<file path="src/rtl/lsu_pkg.sv">
// Shared encodings for the load/store memory port.
// Size codes, FSM state type and word geometry.
package lsu_pkg;

    localparam int WORD_BYTES = 4;
    localparam int OFF_W      = $clog2(WORD_BYTES);

    localparam logic [1:0] SZ_B = 2'b00;
    localparam logic [1:0] SZ_H = 2'b01;
    localparam logic [1:0] SZ_W = 2'b10;

    typedef enum logic [2:0] {
        ST_IDLE,
        ST_READ,
        ST_MERGE,
        ST_WRITE,
        ST_RESP
    } lsu_state_t;

endpackage

</file>
<file path="src/rtl/lsu_mem_port_byte_lane.sv">
// Combinational lane extract/extend and sub-word merge.
// Byte lane = off, half lane = off[1], word (or size 11) = whole word.
module lsu_byte_lane
    import lsu_pkg::*;
(
    input  logic [31:0]      i_rdata,
    input  logic [31:0]      i_wdata,
    input  logic [OFF_W-1:0] i_off,
    input  logic [1:0]       i_size,
    input  logic             i_unsigned,
    output logic [31:0]      o_ext,
    output logic [31:0]      o_merged
);

    logic [7:0]  w_b;
    logic [15:0] w_h;

    // Select the addressed lane, extend it, and build the merged word.
    always_comb begin
        w_b      = 8'h00;
        w_h      = 16'h0000;
        o_ext    = i_rdata;
        o_merged = i_wdata;
        case (i_size)
            SZ_B: begin
                o_merged = i_rdata;
                case (i_off)
                    2'd0: begin w_b = i_rdata[7:0];   o_merged[7:0]   = i_wdata[7:0]; end
                    2'd1: begin w_b = i_rdata[15:8];  o_merged[15:8]  = i_wdata[7:0]; end
                    2'd2: begin w_b = i_rdata[23:16]; o_merged[23:16] = i_wdata[7:0]; end
                    default: begin w_b = i_rdata[31:24]; o_merged[31:24] = i_wdata[7:0]; end
                endcase
                o_ext = i_unsigned ? {24'h0, w_b} : {{24{w_b[7]}}, w_b};
            end
            SZ_H: begin
                o_merged = i_rdata;
                if (i_off[1]) begin
                    w_h = i_rdata[31:16];
                    o_merged[31:16] = i_wdata[15:0];
                end else begin
                    w_h = i_rdata[15:0];
                    o_merged[15:0] = i_wdata[15:0];
                end
                o_ext = i_unsigned ? {16'h0, w_h} : {{16{w_h[15]}}, w_h};
            end
            default: begin
                o_ext    = i_rdata;
                o_merged = i_wdata;
            end
        endcase
    end

endmodule

</file>
<file path="src/rtl/lsu_mem_port.sv">
// Load/store initiator and sole master of the word-wide data memory.
// Define LSU_ALIGN_CHECK_EN to flag misaligned / reserved-size requests.
module lsu_mem_port
    import lsu_pkg::*;
#(
    parameter int ADDR_W = 32,
    parameter int DATA_W = 32
) (
    input  logic              clk,
    input  logic              rst,
    input  logic              req_valid,
    output logic              req_ready,
    input  logic              req_we,
    input  logic [1:0]        req_size,
    input  logic              req_unsigned,
    input  logic [ADDR_W-1:0] req_addr,
    input  logic [DATA_W-1:0] req_wdata,
    output logic              resp_valid,
    output logic [DATA_W-1:0] resp_rdata,
    output logic              resp_err,
    output logic              mem_wr_en,
    output logic              mem_rd_en,
    output logic [ADDR_W-1:0] mem_address,
    output logic [DATA_W-1:0] mem_wdata,
    input  logic [DATA_W-1:0] mem_rdata
);

    lsu_state_t        r_state;
    logic              r_we;
    logic [1:0]        r_size;
    logic              r_uns;
    logic [OFF_W-1:0]  r_off;
    logic [ADDR_W-3:0] r_waddr;
    logic [DATA_W-1:0] r_wdata;
    logic [DATA_W-1:0] r_rdata;
    logic              r_err;

    logic              w_err;
    logic              w_sub_in;
    logic [31:0]       w_ext;
    logic [31:0]       w_merged;

    // Request error decode; without checking, bad alignment is ignored.
    always_comb begin
`ifdef LSU_ALIGN_CHECK_EN
        w_err = (req_size == SZ_H && req_addr[0])
             || (req_size == SZ_W && req_addr[1:0] != 2'b00)
             || (req_size == 2'b11);
`else
        w_err = 1'b0;
`endif
    end

    assign w_sub_in = (req_size == SZ_B) || (req_size == SZ_H);

    lsu_byte_lane u_lane (
        .i_rdata    (mem_rdata),
        .i_wdata    (r_wdata),
        .i_off      (r_off),
        .i_size     (r_size),
        .i_unsigned (r_uns),
        .o_ext      (w_ext),
        .o_merged   (w_merged)
    );

    // Main FSM: latch request, sequence memory strobes, hold response.
    always_ff @(posedge clk) begin
        if (rst) begin
            r_state <= ST_IDLE;
            r_we    <= 1'b0;
            r_size  <= SZ_B;
            r_uns   <= 1'b0;
            r_off   <= '0;
            r_waddr <= '0;
            r_wdata <= '0;
            r_rdata <= '0;
            r_err   <= 1'b0;
        end else begin
            unique case (r_state)
                ST_IDLE: begin
                    if (req_valid) begin
                        r_we    <= req_we;
                        r_size  <= req_size;
                        r_uns   <= req_unsigned;
                        r_off   <= req_addr[OFF_W-1:0];
                        r_waddr <= req_addr[ADDR_W-1:2];
                        r_wdata <= req_wdata;
                        r_rdata <= '0;
                        r_err   <= w_err;
                        if (w_err)
                            r_state <= ST_RESP;
                        else if (req_we && !w_sub_in)
                            r_state <= ST_WRITE;
                        else
                            r_state <= ST_READ;
                    end
                end
                ST_READ: r_state <= ST_MERGE;
                ST_MERGE: begin
                    if (r_we) begin
                        r_wdata <= w_merged;
                        r_state <= ST_WRITE;
                    end else begin
                        r_rdata <= w_ext;
                        r_state <= ST_RESP;
                    end
                end
                ST_WRITE: r_state <= ST_RESP;
                ST_RESP: begin
                    r_rdata <= '0;
                    r_err   <= 1'b0;
                    r_state <= ST_IDLE;
                end
                default: r_state <= ST_IDLE;
            endcase
        end
    end

    assign req_ready   = (r_state == ST_IDLE) && !rst;
    assign mem_rd_en   = (r_state == ST_READ) && !rst;
    assign mem_wr_en   = (r_state == ST_WRITE) && !rst;
    assign resp_valid  = (r_state == ST_RESP) && !rst;
    assign resp_rdata  = r_rdata;
    assign resp_err    = r_err;
    assign mem_address = {r_waddr, 2'b00};
    assign mem_wdata   = r_wdata;

endmodule
</file>
<file path="config.mk">
export PLATFORM = sky130hd
export DESIGN_NAME = lsu_mem_port
export DESIGN_NICKNAME = d
export VERILOG_FILES = /design/src/rtl/lsu_pkg.sv /design/src/rtl/lsu_mem_port_byte_lane.sv /design/src/rtl/lsu_mem_port.sv
export SDC_FILE = /design/constraint.sdc
export NUM_CORES = 1
export LEC_CHECK = 0
export CAP_MARGIN = 20
export CORE_UTILIZATION = 39
export DETAILED_ROUTE_END_ITERATION = 10
export HOLD_SLACK_MARGIN = 0.03
export PLACE_DENSITY = 0.77
export SETUP_SLACK_MARGIN = 0.02
export SYNTH_ARGS = -nofsm -noshare
export SYNTH_HDL_FRONTEND = slang
export SYNTH_SLANG_ARGS = --single-unit
</file>
<file path="constraint.sdc">
create_clock -name clk -period 2 [get_ports clk]
set_clock_uncertainty 0.1 [all_clocks]
set_input_delay 0.4 -clock clk [delete_from_list [all_inputs] [get_ports clk]]
set_output_delay 0.4 -clock clk [all_outputs]
set_load 0.02 [all_outputs]
</file>
# --- Word level (Yosys, flattened, before mapping) ---
# Cells that the tools add are included.
totals:
  out_inout_bits: 101
  ff_bits: 104
  inputBits: 103
op_classes:
  eq_ne: 14
  muxes: 24
  reduce_logical: 22
ops:
  columns: ["operator", "count"]
  rows:
  - ["$mux W32", 6]
  - ["$pmux W32 S2", 3]
  - ["$pmux W32 S3", 1]
  - ["$mux W16", 3]
  - ["$mux W8", 4]
  - ["$pmux W8 S3", 1]
  - ["$pmux W3 S4", 1]
  - ["$eq A2 B1 Y1 const B", 3]
  - ["$eq A3 B2 Y1 const B", 2]
  - ["$logic_not A2 Y1", 3]
  - ["$mux W3", 2]
  - ["$ne A2 B2 Y1 const B", 3]
  - ["$ne A3 B3 Y1 const B", 2]
  - ["$reduce_and A6 Y1", 1]
  - ["$logic_and A1 B1 Y1", 5]
  - ["$reduce_and A5 Y1", 1]
  - ["$reduce_and A2 Y1", 2]
  - ["$reduce_and A4 Y1", 1]
  - ["$reduce_bool A2 Y1", 2]
  - ["$eq A3 B1 Y1 const B", 1]
  - ["$eq A3 B3 Y1 const B", 1]
  - ["$logic_not A3 Y1", 1]
  - ["$ne A3 B1 Y1 const B", 1]
  - ["$reduce_and A3 Y1", 1]
  - ["other kinds (8)", 9]

# --- Depth between registers and ports, before layout ---
# Gate-level depths: netlist of the first run.
depth:
  word_depth: 7
  mapped_depth: 7

# --- Hierarchy ---
# From an unflattened synthesis of the first run, not the netlist that was laid out.
hier_totals:
  hier_cells: 693
  area_unflattened_um2: 6000.8
modules_own_cells:
  columns: ["module", "cells_per_inst", "instances", "seq_area_each_um2", "area_per_inst_um2"]
  rows:
  - ["lsu_mem_port", 442, 1, 2062.0, 4072.7]
  - ["lsu_byte_lane", 251, 1, 0.0, 1928.1]

# --- Worst setup path before layout of the first run ---
# Ideal clock, no wire load.
synth_path:
  kind: "input-to-output"
  from: "in rst"
  to: "out mem_rd_en"
  arrival_time_ns: 1.717
  path_slack_ns: -0.217
  cell_stages: 4
  required_time_ns: 1.500
  cell_sequence: "clkbuf_1 -> clkbuf_1 -> clkbuf_1 -> nor4b_1"
synth_between:
  elab_chain_len: 2
synth_rtl:
  columns: ["element", "line", "rtl"]
  rows:
  - ["start, declared", "lsu_mem_port.sv:10", "input logic rst,"]
  - ["$logic_not A1 Y1", "lsu_mem_port.sv:120", "assign mem_rd_en = (r_state == ST_READ) && !rst;"]
  - ["$logic_and A1 B1 Y1", "lsu_mem_port.sv:120", null]
  - ["end, declared", "lsu_mem_port.sv:22", "output logic mem_rd_en,"]
# No other way between the ends.

# --- Final worst setup path of the first run ---
layout_path:
  from: "reg r_state[1]"
  to: "reg r_rdata[8] (netlist: resp_rdata[8])"
layout_between:
  elab_chain_len: 3
  elab_cells_between_ends: 8
  classes_between: "4 x eq/ne; 1 x mux; 3 x reduce/logical"
layout_rtl:
  columns: ["element", "line", "rtl"]
  rows:
  - ["start, declared", "lsu_mem_port.sv:28", "lsu_state_t r_state;"]
  - ["start signal, assigned", "lsu_mem_port.sv:69", "r_state <= ST_IDLE;"]
  - ["start signal, assigned", "lsu_mem_port.sv:91", "r_state <= ST_RESP;"]
  - ["start signal, assigned", "lsu_mem_port.sv:93", "r_state <= ST_WRITE;"]
  - ["$eq A3 B2 Y1, or another cell as far along", "lsu_mem_port.sv:79", "unique case (r_state)"]
  - ["$ne A2 B2 Y1 (no line) / $reduce_bool A3 Y1 (equally long branches)", null, null]
  - ["$reduce_and A3 Y1 (no line)", null, null]
  - ["end signal, assigned", "lsu_mem_port.sv:104", "r_rdata <= w_ext;"]
  - ["end, declared", "lsu_mem_port.sv:35", "logic [DATA_W-1:0] r_rdata;"]
# Parallel ways exist; a longest one is shown, timed or not.
# A chain may end at the register's enable or synchronous reset.

==> results.json, run 1 <==
{
  "rsz0062_at_grt": "false",
  "use_met1_pct": 33.1,
  "tritoncts.num_buffers": 9,
  "number_of_warnings_printed_during_yosys_synthesis": 0,
  "fp-row-count": 40,
  "synth_top_area_share_pct": 41.9,
  "synth-edff-count": 0,
  "post-dp-hpwl_mm": 13.2,
  "synth-async-reset-ratio_pct": 0,
  "grtUsageMet2_pct": 45.4,
  "post_drt_wl_per_cell_um": 18.2,
  "fp.dieArea_mm2": 0.0131,
  "post-route-drc-count": 0,
  "cts_hold_buffers": 0,
  "timing.reg2reg.worst_path_depth": 6,
  "final_cell_mix": "194 x clkdlybuf4s50_1, 114 x nand2_1, 99 x dfxtp_1, 71 x a21oi_1, 45 x buf_4",
  "grt_busiest_layer": "met2",
  "finalNetCount": 908,
  "port-buffer-count": 200,
  "antenna_left": 0,
  "root_buffer_master": "clkbuf_16",
  "worst_setup_path_start_kind": "flip-flop",
  "routed-via-count": 5319,
  "reg2reg_end": "resp_rdata[8]$_SDFFE_PP0P_",
  "total_leakage_power_nw": 2.79,
  "design_power_total_mw": 6.01,
  "critPathKind": "flip-flop to flip-flop",
  "number_of_global_route_vias_before_repair": 5336,
  "antenna-diode-count": 0,
  "final_core_util_pct": 63.4,
  "r2r_setup_slack_ns": 0.06,
  "routed_wl_mm": 17.8,
  "finalCriticalPeriod_ns": 1.94,
  "hold_path_depth": 4,
  "worst_case_vdd_ir_drop_v": 0.000387,
  "post_synthesis_cell_type_with_the_largest_combined_area": "dfxtp_1",
  "layout_worst_path_cycle_share_pct": 96.8,
  "worst-endpoint-arrival_ns": 2.08,
  "floorplan.initialDensity_pct": 40.5,
  "finalSetupTns_ns": 0,
  "result_of_the_run": "finished, final reports clean",
  "grt.overflow.total": 0,
  "drt_first_iter_violations": 371,
  "n_fill_cell": 1078,
  "post_drt_via_cell_ratio": 5.44,
  "timing_max_transition_violations_final": 0,
  "required_ns": 2.14,
  "clk_path_buf_depth": 2,
  "clkSlewWorstSetupHoldPaths_ns": 0.07,
  "end_kind": "flip-flop",
  "r2r_start": "r_state[1]$_SDFFE_PP0P_",
  "clk-insertion-delay-late_ns": 0.35,
  "finalHoldViolCount": 0,
  "cts-htree-levels": 3,
  "drt_first_pass_iters": 5,
  "mean_area_per_synthesized_cell_um2": 8.23,
  "grt_antenna_before_repair": 0,
  "pre_cts_ws_ns": -0.330,
  "power_per_cell_area_mw_per_mm2": 780,
  "pin_count_of_the_biggest_net_entering_global_routing": 55,
  "layout_commonest_cell": "clkdlybuf4s50_1",
  "design_area_mm2": 0.00771,
  "post-route-worst-setup-slack_ns": 0.0633,
  "grt_pass1_wl_mm": 27.4,
  "achievable-frequency_ghz": 0.516,
  "synth_seq_cells": 103,
  "netlist_instances": 598,
  "clkSinkCount": 103,
  "cts_tree": "yes",
  "postSynth.topFlopCell": "dfxtp_1",
  "global_routing_usage_summed_across_all_routing_layers_pct": 27.3,
  "flow.area_growth_from_synthesis_pct": 56.6,
  "post-place-cells": 959,
  "hold_path_startpoint": "rst",
  "finalHoldWorstSlack_ns": 0.262,
  "gpl.final_weighted_congestion": 0.900,
  "placed_cell_area_mm2": 0.00734,
  "netlist_top_cells_area": "dfxtp_1 42%, nand2_1 8.7%, a21oi_1 7.2%",
  "die_w_um": 114,
  "layout-drive-gt1-share_pct": 14.1,
  "max_slew_margin_pct": 63.4,
  "max_slew.worst_pin.slew_ns": 0.549,
  "setup_violations": 0,
  "post_synth_num_cell_types": 47,
  "core_area_mm2": 0.0122,
  "worst_hold_path_type": "input port to flip-flop",
  "instances_no_fill": 978,
  "boundaryPins": 204,
  "die_h_um": 114,
  "min_delay_worst_endpoint": "r_state[1]$_SDFFE_PP0P_",
  "netlist_area_pre_place_mm2": 0.00492,
  "maxCapViolations": 0,
  "groute.layer.met3.usage_pct": 5.93,
  "seq_area_frac_synth_pct": 41.9,
  "crit_fanout": 32
}
## worst max-delay path: stages (launching register included)
cell and delay, ns:
dfxtp_2 0.34, buf_6 0.15, or3b_2 0.44, a21oi_1 0.19, nor2_2 0.07, buf_12 0.17
a221o_1 0.35
## registers in the layout, indices dropped and copies added, names as in the netlist
| register | cells |
|---|---|
| mem_wdata | 32 |
| resp_rdata | 32 |
| r_waddr | 30 |
| r_state | 3 |
| r_off | 2 |
| r_size | 2 |
| r_uns | 1 |
| r_we | 1 |
## cell type report
cell class              instances  area [µm²]  area share (%)
flip-flops and latches        103        2070            26.8
inverters                       5        22.5           0.292
clock inverters                 3        17.5           0.227
clock buffers                  13         260            3.37
well taps                     168         210            2.73
repair buffers                252        2440            31.7
multi-input cells             434        2690            34.9
## Yosys cell counts (2+ instances only)
master and count:
dfxtp_1 103, a221o_1 7, nand2b_1 28, mux2_2 10, o41ai_1 9, o21ai_0 18
and3_1 8, buf_1 3, inv_1 5, o221ai_1 8, nand3_1 10, mux2i_1 7
a311oi_2 8, a211oi_1 17, nor4b_1 2, nand2_1 114, a31oi_1 8, buf_4 3
a32o_1 2, buf_6 2, a21oi_1 71, clkbuf_1 48, or3_1 8, nand3b_1 10
nor3_1 4, buf_2 2, nor2_1 28, a22o_1 24, o21bai_1 2, o2bb2ai_1 7
nor2b_1 6
## cells by family (layout without fill, tap and decap cells)
family          count (synthesis)  in the layout  share of synthesized area, %
flops                         103            103                          41.9
buf+inv                        63            273                          5.39
other cells                     1              3                        0.0762
compound gates                189            189                          27.3
mux                            17             17                          3.71
simple gates                  225            225                          21.7
## report_power, final
part | internal, mW | switching (mW) | leakage, nW | total, mW
sequential | 2.25 | 0.149 | 0.845 | 2.40
clock | 0.910 | 0.761 | 0.136 | 1.67
combinational | 0.930 | 1.01 | 1.81 | 1.94
## layer usage
metal  routed length, µm  vias to the layer above
li1                    -                     2550
met1                7310                     2499
met2                8460                      234
met3                1390                       36
met4                 682                        0
met5                   0                        -
## how the worst max path moves through the flow
stage                     cells past startpoint  slack [ns]                         end                       from
after floorplan                               4       -0.22                   mem_rd_en                        rst
after global placement                        6       -0.33  mem_wdata[10]$_SDFFE_PP0P_                  req_valid
after detailed placement                      6       -0.33  mem_wdata[14]$_SDFFE_PP0P_                  req_valid
after CTS                                     1        0.02                mem_wdata[4]  mem_wdata[4]$_SDFFE_PP0P_
after global routing                          6        0.02  resp_rdata[8]$_SDFFE_PP0P_    r_state[1]$_SDFFE_PP0P_
final                                         6        0.06  resp_rdata[8]$_SDFFE_PP0P_    r_state[1]$_SDFFE_PP0P_
## repair_timing
action,in CTS,in global routing
pin swaps,2,0
resized for setup,22,14
endpoints found under the setup margin,35,50
endpoints found under the hold margin,0,0
gates cloned,0,1
setup buffers,0,2
Note: power is estimated with default switching activity, not from simulation.
==> inputs of run 2 (changes only) <==
- PLACE_DENSITY: 0.77 -> 0.84
- clock period: 2 -> 1.62 ns (I/O delays scaled with it)
==> run 2 against run 1 <==
- the run now ends with setup timing left
- routed wire length rose by 31%
- maximum frequency fell by 11%
- register-to-register slack got worse by 0.63 ns
- critical path type unchanged
- largest cell class is now non-clock buffers
- highest routed layer unchanged
==> results.json, run 2 (same netlist as run 1, synthesis figures left out) <==
{
  "global_routing_usage_summed_across_all_routing_layers_pct": 35.0,
  "layout_commonest_cell": "clkdlybuf4s50_1",
  "routed_wl_mm": 23.4,
  "pre_cts_ws_ns": -0.639,
  "grt_antenna_before_repair": 0,
  "cts_hold_buffers": 0,
  "clk_path_buf_depth": 2,
  "post-route-drc-count": 0,
  "violations": "setup timing",
  "path_buf_inv": 5,
  "post-route-worst-setup-slack_ns": -0.564,
  "floorplan.initialDensity_pct": 40.5,
  "end_kind": "flip-flop",
  "worst_hold_path_type": "flip-flop to flip-flop",
  "port-buffer-count": 200,
  "finalHoldWorstSlack_ns": 0.353,
  "grt_pass1_wl_mm": 34.7,
  "timing_max_transition_violations_final": 0,
  "gpl.final_weighted_congestion": 0.927,
  "critPathKind": "flip-flop to flip-flop",
  "power_per_cell_area_mw_per_mm2": 934,
  "antenna_left": 0,
  "post_drt_wl_per_cell_um": 22.0,
  "die_h_um": 114,
  "drt_first_iter_violations": 478,
  "instances_no_fill": 1065,
  "cts_tree": "yes",
  "grt.overflow.total": 0,
  "total_leakage_power_nw": 4.00,
  "layout-drive-gt1-share_pct": 34.0,
  "achievable-frequency_ghz": 0.458,
  "pin_count_of_the_biggest_net_entering_global_routing": 38,
  "flow.area_growth_from_synthesis_pct": 90.7,
  "worst_setup_path_start_kind": "flip-flop",
  "tritoncts.num_buffers": 9,
  "required_ns": 1.81,
  "root_buffer_master": "clkbuf_16",
  "boundaryPins": 204,
  "crit_fanout": 8,
  "design_power_total_mw": 8.77,
  "clkSlewWorstSetupHoldPaths_ns": 0.07,
  "slowest_cell_on_the_critical_path": "or3b_4",
  "number_of_global_route_vias_before_repair": 6312,
  "timing.critical_path.max_delay_family": "simple AND/OR/NAND/NOR gates",
  "fp-row-count": 40,
  "clkSinkCount": 103,
  "max_incr_delay_on_cp_ns": 0.43,
  "critical_path.most_common_cell": "buf_6",
  "post-place-cells": 995,
  "setup_violations": 104,
  "finalCriticalPeriod_ns": 2.18,
  "core_area_mm2": 0.0122,
  "maxCapViolations": 0,
  "clk-insertion-delay-late_ns": 0.36,
  "final_cell_mix": "101 x clkdlybuf4s50_1, 98 x dfxtp_1, 91 x dlygate4sd2_1, 81 x buf_4, 78 x nand2_1",
  "finalNetCount": 995,
  "cts-htree-levels": 3,
  "layout_worst_path_cycle_share_pct": 135,
  "final_core_util_pct": 77.2,
  "worst_case_vdd_ir_drop_v": 0.000812,
  "cp_cell_sequence": "or3b_4, buf_6, buf_4, buf_6, nor3_4, buf_6, buf_4, a32o_1",
  "drt_first_pass_iters": 5,
  "routed-via-count": 6212,
  "fp.dieArea_mm2": 0.0131,
  "worst-endpoint-arrival_ns": 2.38,
  "rsz0062_at_grt": "true",
  "finalHoldViolCount": 0,
  "antenna-diode-count": 0,
  "die_w_um": 114,
  "post_drt_via_cell_ratio": 5.83,
  "post-dp-hpwl_mm": 14.1,
  "result_of_the_run": "finished with violations"
}
-- run 2: metal layers --
layer  GRT usage (%)  wire length (µm)  vias up
met5               0                 0        -
met4            18.8              1450        0
met3            8.68              2110       94
met2            60.6             11300      405
met1            39.7              8590     2969
li1                -                 -     2744
-- run 2: what timing repair did --
action | in CTS | in global routing
setup buffers | 34 | 8
pin swaps | 58 | 29
cloned | 18 | 0
setup endpoints to repair | 198 | 108
gates resized for setup | 269 | 57
-- run 2: final timing paths --
check,start,endpoint,slack (ns),depth (start not counted)
worst max-delay path,r_state[0]$_SDFFE_PP0P_,resp_rdata[15]$_SDFFE_PP0P_,-0.56,8
worst min-delay path,r_waddr[8]$_SDFFE_PP0P_,r_waddr[8]$_SDFFE_PP0P_,0.35,2
worst max register to register,r_state[0]$_SDFFE_PP0P_,resp_rdata[15]$_SDFFE_PP0P_,-0.56,8
worst min register to register,r_waddr[8]$_SDFFE_PP0P_,r_waddr[8]$_SDFFE_PP0P_,0.35,2
-- run 2: per-stage QoR --
step,TNS [ns],instance area (µm²)
4_1_cts,-26.80,9240
3_5_place_dp,-49.58,7710
2_1_floorplan,-14.50,5110
3_3_place_gp,-45.22,7710
6_report,-35.81,9390
5_1_grt,-38.27,9390
-- run 2: report_power, final --
group / switching (mW) / total (mW) / internal, mW / leakage, nW
Sequential: 0.207 / 2.99 / 2.78 / 0.845
Combinational: 1.72 / 3.41 / 1.69 / 3.00
Clock: 1.01 / 2.37 / 1.36 / 0.154
Total: 2.94 / 8.77 / 5.83 / 4.00
-- run 2: cell type report --
class                      count  area (µm²)
clock buffer                  11         233
clock inverter                 5        82.6
timing repair buffer         339        3490
sequential                   103        2070
tap                          168         210
inverter                       5        18.8
fill                         819        2770
multi-input combinational    434        3290
-- run 2: worst min-delay path: cells and delay by family (launching register included) --
family,cells,cell delay (ns)
flip-flops,1,0.31
AO/OA/AOI/OAI,1,0.05
AND/OR/NAND/NOR,1,0.05
==> inputs of run 3 (changes only) <==
- SKIP_LAST_GASP: unset -> 1
==> run 3 against run 2 <==
- sequential cell count unchanged
- largest power group unchanged
- routed wire length increased by 0.91%
- worst setup slack improved by 0.060 ns
- via count decreased by 1.0%
- critical path type unchanged
- the flow still finishes with violations (setup timing)
- first-iteration DRC count decreased by 1.7%
==> results.json, run 3 (same netlist as run 1, synthesis figures left out) <==
{
  "result_of_the_run": "finished with violations",
  "violations": "setup timing",
  "antenna-diode-count": 0,
  "cts_tree": "yes",
  "timing.critical_path.max_delay_family": "simple AND/OR/NAND/NOR gates",
  "routed_wl_mm": 23.6,
  "instances_no_fill": 1068,
  "cp_cell_sequence": "or3b_4, buf_6, or4_4, and2_4, a311oi_2",
  "finalHoldViolCount": 0,
  "clk-insertion-delay-late_ns": 0.36,
  "worst_setup_path_start_kind": "flip-flop",
  "floorplan.initialDensity_pct": 40.5,
  "number_of_global_route_vias_before_repair": 6265,
  "worst-endpoint-arrival_ns": 2.28,
  "critPathKind": "flip-flop to flip-flop",
  "die_h_um": 114,
  "maxCapViolations": 0,
  "finalHoldWorstSlack_ns": 0.366,
  "fp.dieArea_mm2": 0.0131,
  "die_w_um": 114,
  "post-place-cells": 995,
  "finalNetCount": 998,
  "grt_antenna_before_repair": 0,
  "antenna_left": 0,
  "fp-row-count": 40,
  "clkSlewWorstSetupHoldPaths_ns": 0.07,
  "finalSetupTns_ns": -36.00,
  "post-route-worst-setup-slack_ns": -0.504,
  "root_buffer_master": "clkbuf_16",
  "achievable-frequency_ghz": 0.471,
  "layout_commonest_cell": "clkdlybuf4s50_1",
  "max_slew.worst_pin.slew_ns": 0.502,
  "layout_worst_path_cycle_share_pct": 131,
  "post_drt_wl_per_cell_um": 22.1,
  "layout-drive-gt1-share_pct": 35.3,
  "final_core_util_pct": 78.3,
  "power_per_cell_area_mw_per_mm2": 928,
  "total_leakage_power_nw": 4.12,
  "cts-htree-levels": 3,
  "flow.area_growth_from_synthesis_pct": 93.4,
  "slowest_cell_on_the_critical_path": "or4_4",
  "timing_max_transition_violations_final": 0,
  "grt_pass1_wl_mm": 34.2,
  "boundaryPins": 204,
  "post-route-drc-count": 0,
  "end_kind": "flip-flop",
  "rsz0062_at_grt": "true",
  "setup_violations": 104,
  "core_area_mm2": 0.0122,
  "finalCriticalPeriod_ns": 2.12,
  "cts_hold_buffers": 0,
  "pin_count_of_the_biggest_net_entering_global_routing": 38,
  "gpl.final_weighted_congestion": 0.927,
  "post_drt_via_cell_ratio": 5.76,
  "routed-via-count": 6148,
  "grt.overflow.total": 0,
  "worst_case_vdd_ir_drop_v": 0.000648,
  "max_slew_margin_pct": 66.6,
  "clk_path_buf_depth": 2,
  "path_buf_inv": 1,
  "pre_cts_ws_ns": -0.639,
  "final_cell_mix": "101 x clkdlybuf4s50_1, 98 x dfxtp_1, 91 x dlygate4sd2_1, 82 x buf_4, 74 x nand2_1",
  "post-dp-hpwl_mm": 14.1,
  "clkSinkCount": 103,
  "worst_hold_path_type": "flip-flop to flip-flop",
  "max_incr_delay_on_cp_ns": 0.50,
  "drt_first_pass_iters": 5,
  "port-buffer-count": 200,
  "required_ns": 1.78,
  "drt_first_iter_violations": 470,
  "tritoncts.num_buffers": 9,
  "global_routing_usage_summed_across_all_routing_layers_pct": 34.6,
  "crit_fanout": 8
}
run 3: cell count changes in the layout (fill, tap and decap cells not counted), moves of 3 or more:
cell | before | now
a21oi_1 | 43 | 26
nand2_2 | 21 | 3
nand2_1 | 78 | 74
nor2_2 | 4 | 1
a21oi_2 | 26 | 43
buf_16 | 14 | 11
o21ai_0 | 11 | 18
o21ai_2 | 6 | 1
nand2_4 | 15 | 37
run 3: path summary, 6_finish.rpt:
path	to	startpoint	depth (start not counted)	slack, ns
setup / recovery	mem_wdata[3]$_SDFFE_PP0P_	r_state[2]$_SDFFE_PP0P_	5	-0.50
setup reg to reg	mem_wdata[3]$_SDFFE_PP0P_	r_state[2]$_SDFFE_PP0P_	5	-0.50
hold reg to reg	r_waddr[16]$_SDFFE_PP0P_	r_waddr[16]$_SDFFE_PP0P_	2	0.37
hold / removal	r_waddr[16]$_SDFFE_PP0P_	r_waddr[16]$_SDFFE_PP0P_	2	0.37
run 3: report_power, final:
group          total [mW]  leakage (nW)  internal [mW]  switching (mW)
Clock                2.37         0.154           1.36            1.01
Combinational        3.47          3.12           1.72            1.75
Sequential           3.00         0.845           2.78           0.220
run 3: worst reg2reg max path: cells and delay by family, from the launching register on:
kind | cells | cell delay [ns]
compound gates | 1 | 0.28
simple gates | 3 | 1.14
flops | 1 | 0.36
buf+inv | 1 | 0.14
run 3: area by class of cell:
type / instances / area [µm²]
clock buffer: 11 / 233
tap: 168 / 210
sequential: 103 / 2070
fill: 786 / 2640
timing repair buffer: 342 / 3510
clock inverter: 5 / 82.6
inverter: 5 / 18.8
multi-input combinational: 434 / 3390
run 3: through the flow:
| step | instance area (µm²) | power [mW] |
|---|---|---|
| 3_5_place_dp | 7710 | 5.52 |
| 4_1_cts | 9190 | 8.53 |
| 2_1_floorplan | 5110 | 4.28 |
| 3_3_place_gp | 7710 | 5.45 |
| 6_report | 9520 | 8.83 |
| 5_1_grt | 9520 | 9.12 |
run 3: metal layers:
| metal | global-route usage (%) | up-vias | part of all wire, % |
|---|---|---|---|
| li1 | - | 2758 | - |
| met1 | 38.7 | 2922 | 37 |
| met2 | 61.0 | 380 | 49 |
| met3 | 8.42 | 88 | 8.2 |
| met4 | 17.8 | 0 | 5.8 |
| met5 | 0 | - | 0 |
run 3: what timing repair did:
action,CTS,global route
setup endpoints to repair,198,108
pin swaps,55,68
cloned,18,1
gates resized for setup,248,104
setup buffers,34,12
